--- config.mk ---
export PLATFORM = sky130hd
export DESIGN_NAME = vp_arbiter
export DESIGN_NICKNAME = d
export VERILOG_FILES = /design/src/rtl/vp_arbiter.sv
export SDC_FILE = /design/constraint.sdc
export NUM_CORES = 1
export LEC_CHECK = 0
export ABC_CLOCK_PERIOD_IN_PS = 1850
export BUFFER_PORTS_ARGS = -buffer_cell sky130_fd_sc_hd__buf_2
export CAP_MARGIN = 30
export CORE_AREA = 2 2 254 256
export DETAILED_ROUTE_END_ITERATION = 7
export DIE_AREA = 0 0 256 258
export SYNTH_ARGS = -nofsm -noshare
export SYNTH_HDL_FRONTEND = slang
export SYNTH_SLANG_ARGS = --single-unit
export TNS_END_PERCENT = 100
--- constraint.sdc ---
create_clock -name clk -period 1.85 [get_ports clk]
set_input_delay 0.2775 -clock clk [delete_from_list [all_inputs] [get_ports clk]]
set_output_delay 0.2775 -clock clk [all_outputs]
set_load 0.01 [all_outputs]
--- src/rtl/vp_arbiter.sv ---
// -----------------------------------------------------------------------------
// vp_arbiter
// Round-robin arbiter sharing one vector processor (VP) between two shader
// pipeline request ports. Each port has a one-deep holding register. A single
// FSM (IDLE -> ISSUE -> WAIT -> RETURN) issues the granted payload to the VP,
// waits for its result and returns it to the owning port.
//
// Optional feature: define VP_ARB_TIMEOUT_EN to enable a WAIT watchdog of
// TIMEOUT_CYCLES cycles. On expiry a zero result is returned and the sticky
// timeout_err flag is set. Without the macro timeout_err is tied low.
//
// Ports
//   clk, rst_n                  clock, asynchronous active-low reset
//   rN_start                    one-cycle request pulse from pipeline N
//   rN_operation/vec_a/vec_b/scalar  request payload
//   rN_busy                     port N holds an unfinished request
//   rN_result, rN_result_valid  returned vector and one-cycle strobe
//   vp_start, vp_operation, vp_vec_a, vp_vec_b, vp_scalar  VP command
//   vp_busy, vp_result_valid, vp_result                    VP status/result
//   grant_id                    port currently owning the VP
//   timeout_err                 sticky watchdog flag
// -----------------------------------------------------------------------------
module vp_arbiter #(
    parameter int unsigned DATA_WIDTH     = 16,
    parameter int unsigned VECTOR_WIDTH   = 4,
    parameter int unsigned TIMEOUT_CYCLES = 255
) (
    input  logic                                 clk,
    input  logic                                 rst_n,

    input  logic                                 r0_start,
    input  logic [3:0]                           r0_operation,
    input  logic [VECTOR_WIDTH*DATA_WIDTH-1:0]   r0_vec_a,
    input  logic [VECTOR_WIDTH*DATA_WIDTH-1:0]   r0_vec_b,
    input  logic [DATA_WIDTH-1:0]                r0_scalar,
    output logic                                 r0_busy,
    output logic [VECTOR_WIDTH*DATA_WIDTH-1:0]   r0_result,
    output logic                                 r0_result_valid,

    input  logic                                 r1_start,
    input  logic [3:0]                           r1_operation,
    input  logic [VECTOR_WIDTH*DATA_WIDTH-1:0]   r1_vec_a,
    input  logic [VECTOR_WIDTH*DATA_WIDTH-1:0]   r1_vec_b,
    input  logic [DATA_WIDTH-1:0]                r1_scalar,
    output logic                                 r1_busy,
    output logic [VECTOR_WIDTH*DATA_WIDTH-1:0]   r1_result,
    output logic                                 r1_result_valid,

    output logic                                 vp_start,
    output logic [3:0]                           vp_operation,
    output logic [VECTOR_WIDTH*DATA_WIDTH-1:0]   vp_vec_a,
    output logic [VECTOR_WIDTH*DATA_WIDTH-1:0]   vp_vec_b,
    output logic [DATA_WIDTH-1:0]                vp_scalar,
    input  logic                                 vp_busy,
    input  logic                                 vp_result_valid,
    input  logic [VECTOR_WIDTH*DATA_WIDTH-1:0]   vp_result,

    output logic                                 grant_id,
    output logic                                 timeout_err
);

    localparam int unsigned VEC_W = VECTOR_WIDTH * DATA_WIDTH;
    localparam int unsigned OP_W  = 4;

    typedef enum logic [1:0] {
        ST_IDLE   = 2'd0,
        ST_ISSUE  = 2'd1,
        ST_WAIT   = 2'd2,
        ST_RETURN = 2'd3
    } state_t;

    state_t state_q, state_d;

    // Per-port request views, indexed by port number
    logic [1:0]            start_c;
    logic [OP_W-1:0]       in_op_c    [2];
    logic [VEC_W-1:0]      in_a_c     [2];
    logic [VEC_W-1:0]      in_b_c     [2];
    logic [DATA_WIDTH-1:0] in_s_c     [2];

    // Holding registers and pending flags
    logic [1:0]            pend_q, pend_d;
    logic [OP_W-1:0]       hold_op_q  [2];
    logic [VEC_W-1:0]      hold_a_q   [2];
    logic [VEC_W-1:0]      hold_b_q   [2];
    logic [DATA_WIDTH-1:0] hold_s_q   [2];

    // Arbitration state
    logic                  last_grant_q, last_grant_d;
    logic                  grant_q, grant_d;
    logic                  grant_sel_c;

    // Registered outputs
    logic                  vp_start_q, vp_start_d;
    logic [OP_W-1:0]       vp_op_q, vp_op_d;
    logic [VEC_W-1:0]      vp_a_q, vp_a_d;
    logic [VEC_W-1:0]      vp_b_q, vp_b_d;
    logic [DATA_WIDTH-1:0] vp_s_q, vp_s_d;
    logic [VEC_W-1:0]      res_q      [2];
    logic [VEC_W-1:0]      res_d      [2];
    logic [1:0]            res_valid_q, res_valid_d;

    logic                  timeout_hit_c;

    assign start_c    = {r1_start, r0_start};
    assign in_op_c[0] = r0_operation;
    assign in_op_c[1] = r1_operation;
    assign in_a_c[0]  = r0_vec_a;
    assign in_a_c[1]  = r1_vec_a;
    assign in_b_c[0]  = r0_vec_b;
    assign in_b_c[1]  = r1_vec_b;
    assign in_s_c[0]  = r0_scalar;
    assign in_s_c[1]  = r1_scalar;

    // Round-robin pick: on a tie take the port not granted last, else the one pending
    assign grant_sel_c = pend_q[1] & (~pend_q[0] | ~last_grant_q);

`ifdef VP_ARB_TIMEOUT_EN
    localparam int unsigned CNT_W = $clog2(TIMEOUT_CYCLES + 1);

    logic [CNT_W-1:0] wait_cnt_q;
    logic             timeout_err_q;

    // Counts cycles spent in WAIT; restarts on every other state
    always_ff @(posedge clk or negedge rst_n) begin
        if (!rst_n) begin
            wait_cnt_q <= '0;
        end else if (state_q != ST_WAIT) begin
            wait_cnt_q <= '0;
        end else begin
            wait_cnt_q <= wait_cnt_q + CNT_W'(1);
        end
    end

    // Expiry on the last permitted WAIT cycle; a real result wins a tie
    assign timeout_hit_c = (state_q == ST_WAIT) && !vp_result_valid &&
                           (wait_cnt_q == CNT_W'(TIMEOUT_CYCLES - 1));

    // Sticky until reset
    always_ff @(posedge clk or negedge rst_n) begin
        if (!rst_n) begin
            timeout_err_q <= 1'b0;
        end else if (timeout_hit_c) begin
            timeout_err_q <= 1'b1;
        end
    end

    assign timeout_err = timeout_err_q;
`else
    assign timeout_hit_c = 1'b0;
    assign timeout_err   = 1'b0;
`endif

    // State register
    always_ff @(posedge clk or negedge rst_n) begin
        if (!rst_n) begin
            state_q <= ST_IDLE;
        end else begin
            state_q <= state_d;
        end
    end

    // Next-state logic
    always_comb begin
        state_d = state_q;
        case (state_q)
            ST_IDLE:   if ((|pend_q) && !vp_busy) state_d = ST_ISSUE;
            ST_ISSUE:  state_d = ST_WAIT;
            ST_WAIT:   if (vp_result_valid || timeout_hit_c) state_d = ST_RETURN;
            ST_RETURN: state_d = ST_IDLE;
            default:   state_d = ST_IDLE;
        endcase
    end

    // Output / datapath next-value logic
    always_comb begin
        pend_d       = pend_q;
        last_grant_d = last_grant_q;
        grant_d      = grant_q;
        vp_start_d   = 1'b0;
        vp_op_d      = vp_op_q;
        vp_a_d       = vp_a_q;
        vp_b_d       = vp_b_q;
        vp_s_d       = vp_s_q;
        res_d[0]     = res_q[0];
        res_d[1]     = res_q[1];
        res_valid_d  = 2'b00;

        // A start is accepted only while that port is free
        for (int i = 0; i < 2; i++) begin
            if (start_c[i] && !pend_q[i]) pend_d[i] = 1'b1;
        end

        case (state_q)
            ST_IDLE: begin
                if (state_d == ST_ISSUE) begin
                    grant_d      = grant_sel_c;
                    last_grant_d = grant_sel_c;
                end
            end
            ST_ISSUE: begin
                // Command registers hold this payload until the next ISSUE
                vp_start_d = 1'b1;
                vp_op_d    = hold_op_q[grant_q];
                vp_a_d     = hold_a_q[grant_q];
                vp_b_d     = hold_b_q[grant_q];
                vp_s_d     = hold_s_q[grant_q];
            end
            ST_WAIT: begin
                if (state_d == ST_RETURN) begin
                    res_valid_d[grant_q] = 1'b1;
                    res_d[grant_q]       = vp_result_valid ? vp_result : '0;
                end
            end
            ST_RETURN: begin
                pend_d[grant_q] = 1'b0;
            end
            default: ;
        endcase
    end

    // Holding registers capture the payload of an accepted start
    always_ff @(posedge clk or negedge rst_n) begin
        if (!rst_n) begin
            for (int i = 0; i < 2; i++) begin
                hold_op_q[i] <= '0;
                hold_a_q[i]  <= '0;
                hold_b_q[i]  <= '0;
                hold_s_q[i]  <= '0;
            end
        end else begin
            for (int i = 0; i < 2; i++) begin
                if (start_c[i] && !pend_q[i]) begin
                    hold_op_q[i] <= in_op_c[i];
                    hold_a_q[i]  <= in_a_c[i];
                    hold_b_q[i]  <= in_b_c[i];
                    hold_s_q[i]  <= in_s_c[i];
                end
            end
        end
    end

    // Control and output registers
    always_ff @(posedge clk or negedge rst_n) begin
        if (!rst_n) begin
            pend_q       <= 2'b00;
            last_grant_q <= 1'b1;
            grant_q      <= 1'b0;
            vp_start_q   <= 1'b0;
            vp_op_q      <= '0;
            vp_a_q       <= '0;
            vp_b_q       <= '0;
            vp_s_q       <= '0;
            res_q[0]     <= '0;
            res_q[1]     <= '0;
            res_valid_q  <= 2'b00;
        end else begin
            pend_q       <= pend_d;
            last_grant_q <= last_grant_d;
            grant_q      <= grant_d;
            vp_start_q   <= vp_start_d;
            vp_op_q      <= vp_op_d;
            vp_a_q       <= vp_a_d;
            vp_b_q       <= vp_b_d;
            vp_s_q       <= vp_s_d;
            res_q[0]     <= res_d[0];
            res_q[1]     <= res_d[1];
            res_valid_q  <= res_valid_d;
        end
    end

    assign r0_busy         = pend_q[0];
    assign r1_busy         = pend_q[1];
    assign r0_result       = res_q[0];
    assign r1_result       = res_q[1];
    assign r0_result_valid = res_valid_q[0];
    assign r1_result_valid = res_valid_q[1];
    assign vp_start        = vp_start_q;
    assign vp_operation    = vp_op_q;
    assign vp_vec_a        = vp_a_q;
    assign vp_vec_b        = vp_b_q;
    assign vp_scalar       = vp_s_q;
    assign grant_id        = grant_q;

endmodule

==> flow_metrics.py, run 1 <==
metrics = {
    "outcome": {
        "status": "finished, violations left",
        "violations": "setup timing",
    },
    "routing": {
        "vias": 17200,
        "met1_length_microns": 28400,
        "postRouteAntennaNets": 0,
        "met2WireLength_microns": 36100,
        "post_drt_via_cell_ratio": 4.81,
        "drt-total-wl_microns": 71100,
        "drc": 0,
        "wl_per_cell_microns": 19.8,
        "dr.first_iter.drc_count": 709,
        "routed.top_layer": "met5",
        "wl_met3_microns": 4100,
        "dr.pass1.iters": 4,
    },
    "yosys": {
        "synth_area_leaders": "dfrtp_1 62%, mux2_2 16%, mux2i_1 6.4%",
        "synth-edff-count": 0,
        "synth-adder-area-share_pct": 0.269,
        "synth_top_family_by_area": "multiplexers",
        "async_flop_share_pct": 100,
        "synthXorXnorAreaFrac_pct": 0,
        "avgSynthCellArea_sq_um": 14.1,
        "ys.flop_type": "dfrtp_1",
        "synthMuxAreaShare_pct": 27.0,
        "synth.cell_area_sq_um": 23300,
        "syn-num-nets": 2017,
        "synthSimpleGateAreaFrac_pct": 4.30,
        "yosys_register_bits": 581,
        "synth_top_area_share_pct": 62.4,
        "ys_types": 26,
        "ys_seq_area_share_pct": 62.5,
        "synth_warnings": 0,
        "synth_cells": 1646,
        "synth_compound_area_share_pct": 3.53,
        "synth_area_leader_cell": "dfrtp_1",
    },
    "power": {
        "intPower_mw": 38.5,
        "leakagePower_nw": 16.2,
        "power.share.clock_pct": 22.3,
        "p_comb_share_pct": 38.1,
        "p_per_area_nw_per_um2": 1690,
        "switching_share_pct": 33.3,
        "seq_power_share_pct": 39.6,
        "net-switching-power_mw": 19.3,
        "irDropWorstVdd_mv": 1.08,
    },
    "worst_setup_path": {
        "crit_path_end_kind": "register",
        "critical_path_buf_inv_count": 3,
        "crit_arrival_ps": 2430,
        "start_kind": "register",
        "crit_type": "register to register",
        "cp.required_ps": 2320,
        "crit_family": "buffers and inverters",
        "path_cells": "inv_2 -> ha_4 -> nand3b_1 -> a221oi_4 -> buf_12 -> clkbuf_16 -> mux2_1",
        "cpPeakStageDelay_ps": 370,
        "slowest_stage": "dfrtp_1",
        "crit_fanout": 9,
    },
    "worst_hold_path": {
        "hold_class": "primary input to register",
    },
    "placed_design": {
        "portBuffers": 647,
        "dp_hpwl_microns": 49100,
        "gp_congestion": 0.887,
        "dpl_worst_slack_ps": -164,
    },
    "global_routing": {
        "grt_pass1_wl_microns": 109000,
        "antenna_found_initial": 10,
        "grt_max_degree": 65,
        "grt_usage_pct": 21.0,
        "grt_pass1_vias": 18900,
        "grt_overflow": 0,
    },
    "sta": {
        "skew_ps": 23.5,
        "fin_hold_ws_ps": 52.1,
        "finalHoldViolCount": 0,
        "worst-slew-pin-transition_ps": 680,
        "slew_viol_final": 0,
        "rsz0062_at_grt": "yes",
        "finalSetupViolations": 125,
        "fmax_mhz": 510,
        "post-route-min-period_ps": 1960,
        "relSlewSlack_pct": 54.7,
        "timing.final.crit_share_pct": 106,
        "worst_slack_ps": -111,
    },
    "clock_tree": {
        "clockBufferDepth": 3,
        "cts_tree": "done",
        "clk_root_buffer_cell": "clkbuf_16",
        "clock_latency_ps": 620,
        "clock_sinks": 581,
        "clkSlewWorstSetupHoldPaths_ps": 60,
        "cts_buffers": 61,
        "htreeDepth": 2,
    },
    "flow_run": {
        "cap_violations": 0,
    },
    "cells_and_area": {
        "drive_above_1_share_pct": 46.7,
        "layout.nets": 3045,
        "fin_util_pct": 53.7,
        "syn_to_final_growth_pct": 47.0,
        "mostFrequentLayoutCell": "buf_2",
        "layout_common_cells": "645 x buf_2, 578 x dfrtp_1, 310 x dlygate4sd3_1",
    },
    "floorplanning": {
        "dieArea_sq_um": 66000,
        "coreArea_sq_um": 63600,
        "ios": 649,
        "initial_core_util_pct": 36.5,
        "die_h_microns": 258,
        "rows": 93,
        "chipWidth_microns": 256,
    },
}
## registers in the layout, indices dropped and copies added (netlist names), 4 cells and up
name          count
vp_operation      4
vp_vec_b         64
r1_result        64
r0_result        64
hold_s_q         32
hold_a_q        128
vp_scalar        16
hold_b_q        128
vp_vec_a         64
hold_op_q         8
## path summary, 6_finish.rpt
kind                               startpoint            end  slack, ps  cells after the start
worst max-delay path               state_q[1]  r0_result[58]       -110                      7
worst min-delay path            vp_result[43]  r0_result[43]         50                      3
worst max register to register     state_q[1]  r0_result[58]       -110                      7
worst min register to register  r1_result[22]  r1_result[22]        480                      1
max in group asynchronous               rst_n  r0_result[44]        690                      3
min in group asynchronous               rst_n   hold_a_q[17]        260                      2
## synth_stat cells (3+ instances only)
| library cell | count |
|---|---|
| mux2_1 | 98 |
| dfrtp_1 | 580 |
| a21oi_1 | 150 |
| mux2i_1 | 148 |
| ha_1 | 5 |
| nor2_1 | 150 |
| buf_6 | 10 |
| inv_1 | 4 |
| clkbuf_1 | 40 |
| nor2b_1 | 3 |
| mux2_2 | 328 |
| buf_4 | 3 |
| buf_2 | 49 |
| and2_1 | 64 |
## cell type report
| cell class | count | area (sq um) |
|---|---|---|
| fillers | 5260 | 29500 |
| flip-flops and latches | 581 | 14500 |
| multi-input cells | 957 | 8620 |
| repair buffers | 1069 | 7780 |
| clock buffers | 91 | 1830 |
| well taps | 855 | 1070 |
| clock inverters | 21 | 297 |
| inverters | 4 | 17.5 |
| diodes | 6 | 15.0 |
## through the flow
step	total power [mW]	setup TNS [ps]	std cells	instance area (sq um)
after floorplan	34.4	0	1646	23300
after global placement	42.0	-8120	3146	28300
after detailed placement	42.9	-14030	3146	28300
after CTS	57.3	-6140	3574	33900
after global routing	61.1	-18550	3584	34200
final	57.7	-7120	3584	34200
## worst min-delay path, stage by stage
cell	delay, ps
buf_2	70
and2_1	150
mux2_1	130
## power by group through the flow
stage / sequential (mW) / clock [mW] / combinational, mW
after floorplan: 23.5 / 0 / 11.0
after global placement: 22.6 / 0 / 19.4
after detailed placement: 22.9 / 0 / 20.1
after CTS: 22.8 / 13.2 / 21.4
after global routing: 23.6 / 13.7 / 23.8
final: 22.9 / 12.9 / 22.0
## logic make-up after synthesis
kind of cell	count (synthesis)
mux	574
buf+inv	108
other cells	1
simple gates	220
flops	581
fa+ha+maj	5
compound gates	157
## per-layer routing
metal / GRT usage, % / vias to the layer above
met5: 0 / -
met3: 5.22 / 148
met4: 7.21 / 8
met2: 37.1 / 554
met1: 24.8 / 8709
li1: - / 7816
## what timing repair did
| action | 4_1_cts | 5_1_grt |
|---|---|---|
| pin swaps | 3 | 0 |
| setup buffers | 4 | 1 |
| setup endpoints to repair | 129 | 131 |
| hold endpoints to repair | 355 | 0 |
| cloned | 2 | 4 |
| gates resized for setup | 57 | 58 |
| hold buffers | 310 | 0 |
(Power assumes the default switching activity.)
==> run 2, diff against run 1 <==
--- a/config.mk
+++ b/config.mk
@@ -7,10 +7,10 @@
 export LEC_CHECK = 0
 export ABC_CLOCK_PERIOD_IN_PS = 1850
 export BUFFER_PORTS_ARGS = -buffer_cell sky130_fd_sc_hd__buf_2
-export CAP_MARGIN = 30
 export CORE_AREA = 2 2 254 256
 export DETAILED_ROUTE_END_ITERATION = 7
 export DIE_AREA = 0 0 256 258
+export PLACE_DENSITY = 0.63
 export SYNTH_ARGS = -nofsm -noshare
 export SYNTH_HDL_FRONTEND = slang
 export SYNTH_SLANG_ARGS = --single-unit
==> run 2 against run 1 <==
  * The flow still finishes with violations (setup timing)
  * Sequential cell count stayed put
  * Count of clock-buffer cells in the layout grew 1
  * Clock power hardly changed
  * Cell area fell by 0.52%
  * Routed wire length grew 0.55%
  * Die area is the same
  * First-iteration DRC count rose by 8.9%
  * Sequential share of layout area increased by 0.22 points
  * Non-clock buffer count is 12 lower
  * Setup slack improved by 17 ps
  * Sequential power about the same
  * Power increased by 0.13%
  * Largest power group unchanged
==> flow_metrics.py, run 2 (same netlist as run 1, synthesis figures left out) <==
metrics = {
    "worst_hold_path": {
        "min_from": "vp_result[59]",
        "hold_class": "primary input to register",
    },
    "routing": {
        "dr.pass1.iters": 6,
        "drt-total-wl_microns": 71500,
        "postRouteAntennaNets": 0,
        "drc": 0,
        "dr.first_iter.drc_count": 772,
        "wl_per_cell_microns": 20.0,
        "post_drt_via_cell_ratio": 4.82,
        "vias": 17200,
    },
    "floorplanning": {
        "chipWidth_microns": 256,
        "die_h_microns": 258,
        "dieArea_sq_um": 66000,
        "initial_core_util_pct": 36.5,
        "ios": 649,
        "rows": 93,
        "coreArea_sq_um": 63600,
    },
    "worst_setup_path": {
        "timing.rr.start": "state_q[0]",
        "start_kind": "register",
        "critPathLaunch": "state_q[0]",
        "crit_fanout": 16,
        "cp.required_ps": 2340,
        "crit_path_end_kind": "register",
        "crit_arrival_ps": 2430,
        "crit_type": "register to register",
    },
    "sta": {
        "skew_ps": 24.8,
        "worst-slew-pin-transition_ps": 576,
        "relSlewSlack_pct": 61.6,
        "finalSetupViolations": 123,
        "post-route-min-period_ps": 1940,
        "slew_viol_final": 0,
        "finalHoldViolCount": 0,
        "rsz0062_at_grt": "yes",
        "worst_slack_ps": -94.1,
        "timing.final.crit_share_pct": 105,
        "fin_hold_ws_ps": 46.7,
        "fmax_mhz": 514,
    },
    "clock_tree": {
        "clock_latency_ps": 630,
        "clk_root_buffer_cell": "clkbuf_16",
        "clkSlewWorstSetupHoldPaths_ps": 60,
        "clock_sinks": 581,
        "cts_buffers": 61,
        "clockBufferDepth": 3,
        "cts_tree": "done",
        "htreeDepth": 2,
    },
    "global_routing": {
        "grt_overflow": 0,
        "antenna_found_initial": 13,
        "grt_usage_pct": 21.2,
        "grt_pass1_vias": 19200,
        "grt_max_degree": 72,
        "grt_pass1_wl_microns": 110000,
    },
    "cells_and_area": {
        "top_regs": "hold_a_q (128), hold_b_q (128)",
        "finalNonFillerCells": 3576,
        "layout_common_cells": "645 x buf_2, 578 x dfrtp_1, 318 x mux2_2",
        "layout.nets": 3033,
        "mostFrequentLayoutCell": "buf_2",
        "drive_above_1_share_pct": 46.0,
        "syn_to_final_growth_pct": 46.2,
        "fin_area_sq_um": 34000,
        "fin_util_pct": 53.4,
    },
    "power": {
        "leakagePower_nw": 16.1,
        "p_per_area_nw_per_um2": 1700,
        "total_power_mw": 57.8,
        "irDropWorstVdd_mv": 0.961,
    },
    "placed_design": {
        "portBuffers": 647,
        "dp_cells": 3119,
        "placed_cell_area_sq_um": 28100,
        "gp_congestion": 0.868,
        "dp_hpwl_microns": 47500,
    },
    "outcome": {
        "violations": "setup timing",
        "status": "finished, violations left",
    },
    "flow_run": {
        "cap_violations": 0,
    },
}
## run 2: cell count changes in the layout (fill, tap and decap cells not counted), sizes merged
cell,change
dlygate4sd3,+1
clkinv,-1
inv,+1
clkinvlp,-1
diode,+4
bufbuf,+1
buf,-13
## run 2: timing repair
| item | CTS | global route |
|---|---|---|
| buffers inserted | 8 | 10 |
| hold buffers | 311 | 0 |
| resized for setup | 68 | 20 |
| endpoints found under the hold margin | 345 | 0 |
| cloned | 6 | 3 |
| setup endpoints to repair | 129 | 131 |
| pin swaps | 1 | 1 |
## run 2: metal layers
metal  share of wire (%)  global-route usage, %
met1                  40                   24.9
met2                  50                   37.0
met3                 6.3                   5.43
met4                 4.0                   8.90
met5               0.056                      0
## run 2: critical path, cell delays in order, from the launching register on
cell and delay (ps):
dfrtp_2 390, inv_4 60, ha_2 190, nor2b_4 150, a221oi_4 300, buf_12 210
buf_12 180, mux2_1 340
## run 2: report_power, final
part,internal (mW),switching [mW],total (mW),leakage [nW]
Clock,7.76,5.13,12.9,1.05
Sequential,19.2,3.61,22.8,6.91
Combinational,11.4,10.7,22.1,8.11
Total,38.4,19.4,57.8,16.1
## run 2: per-stage QoR
stage / TNS [ps] / setup slack, ps
after floorplan: 0 / 3.00
after global placement: -11460 / -130
after detailed placement: -17500 / -185
after CTS: -8030 / -110
after global routing: -15100 / -154
final: -5430 / -94.1
## run 2: path summary, 6_finish.rpt
path | to | slack (ps) | cells past startpoint
max | r1_result[29] | -90 | 7
min | r0_result[59] | 50 | 3
max reg2reg | r1_result[29] | -90 | 7
min reg2reg | r1_result[59] | 480 | 1
max in group asynchronous | hold_a_q[112] | 810 | 3
min in group asynchronous | r1_result[4] | 230 | 2
## run 2: final cells by class
cell class	count	area, sq um
fill	5219	29600
sequential	581	14500
tap	855	1070
clock buffer	92	1820
inverter	4	17.5
clock inverter	20	315
timing repair buffer	1057	7700
multi-input combinational	957	8510
antenna	10	25.0
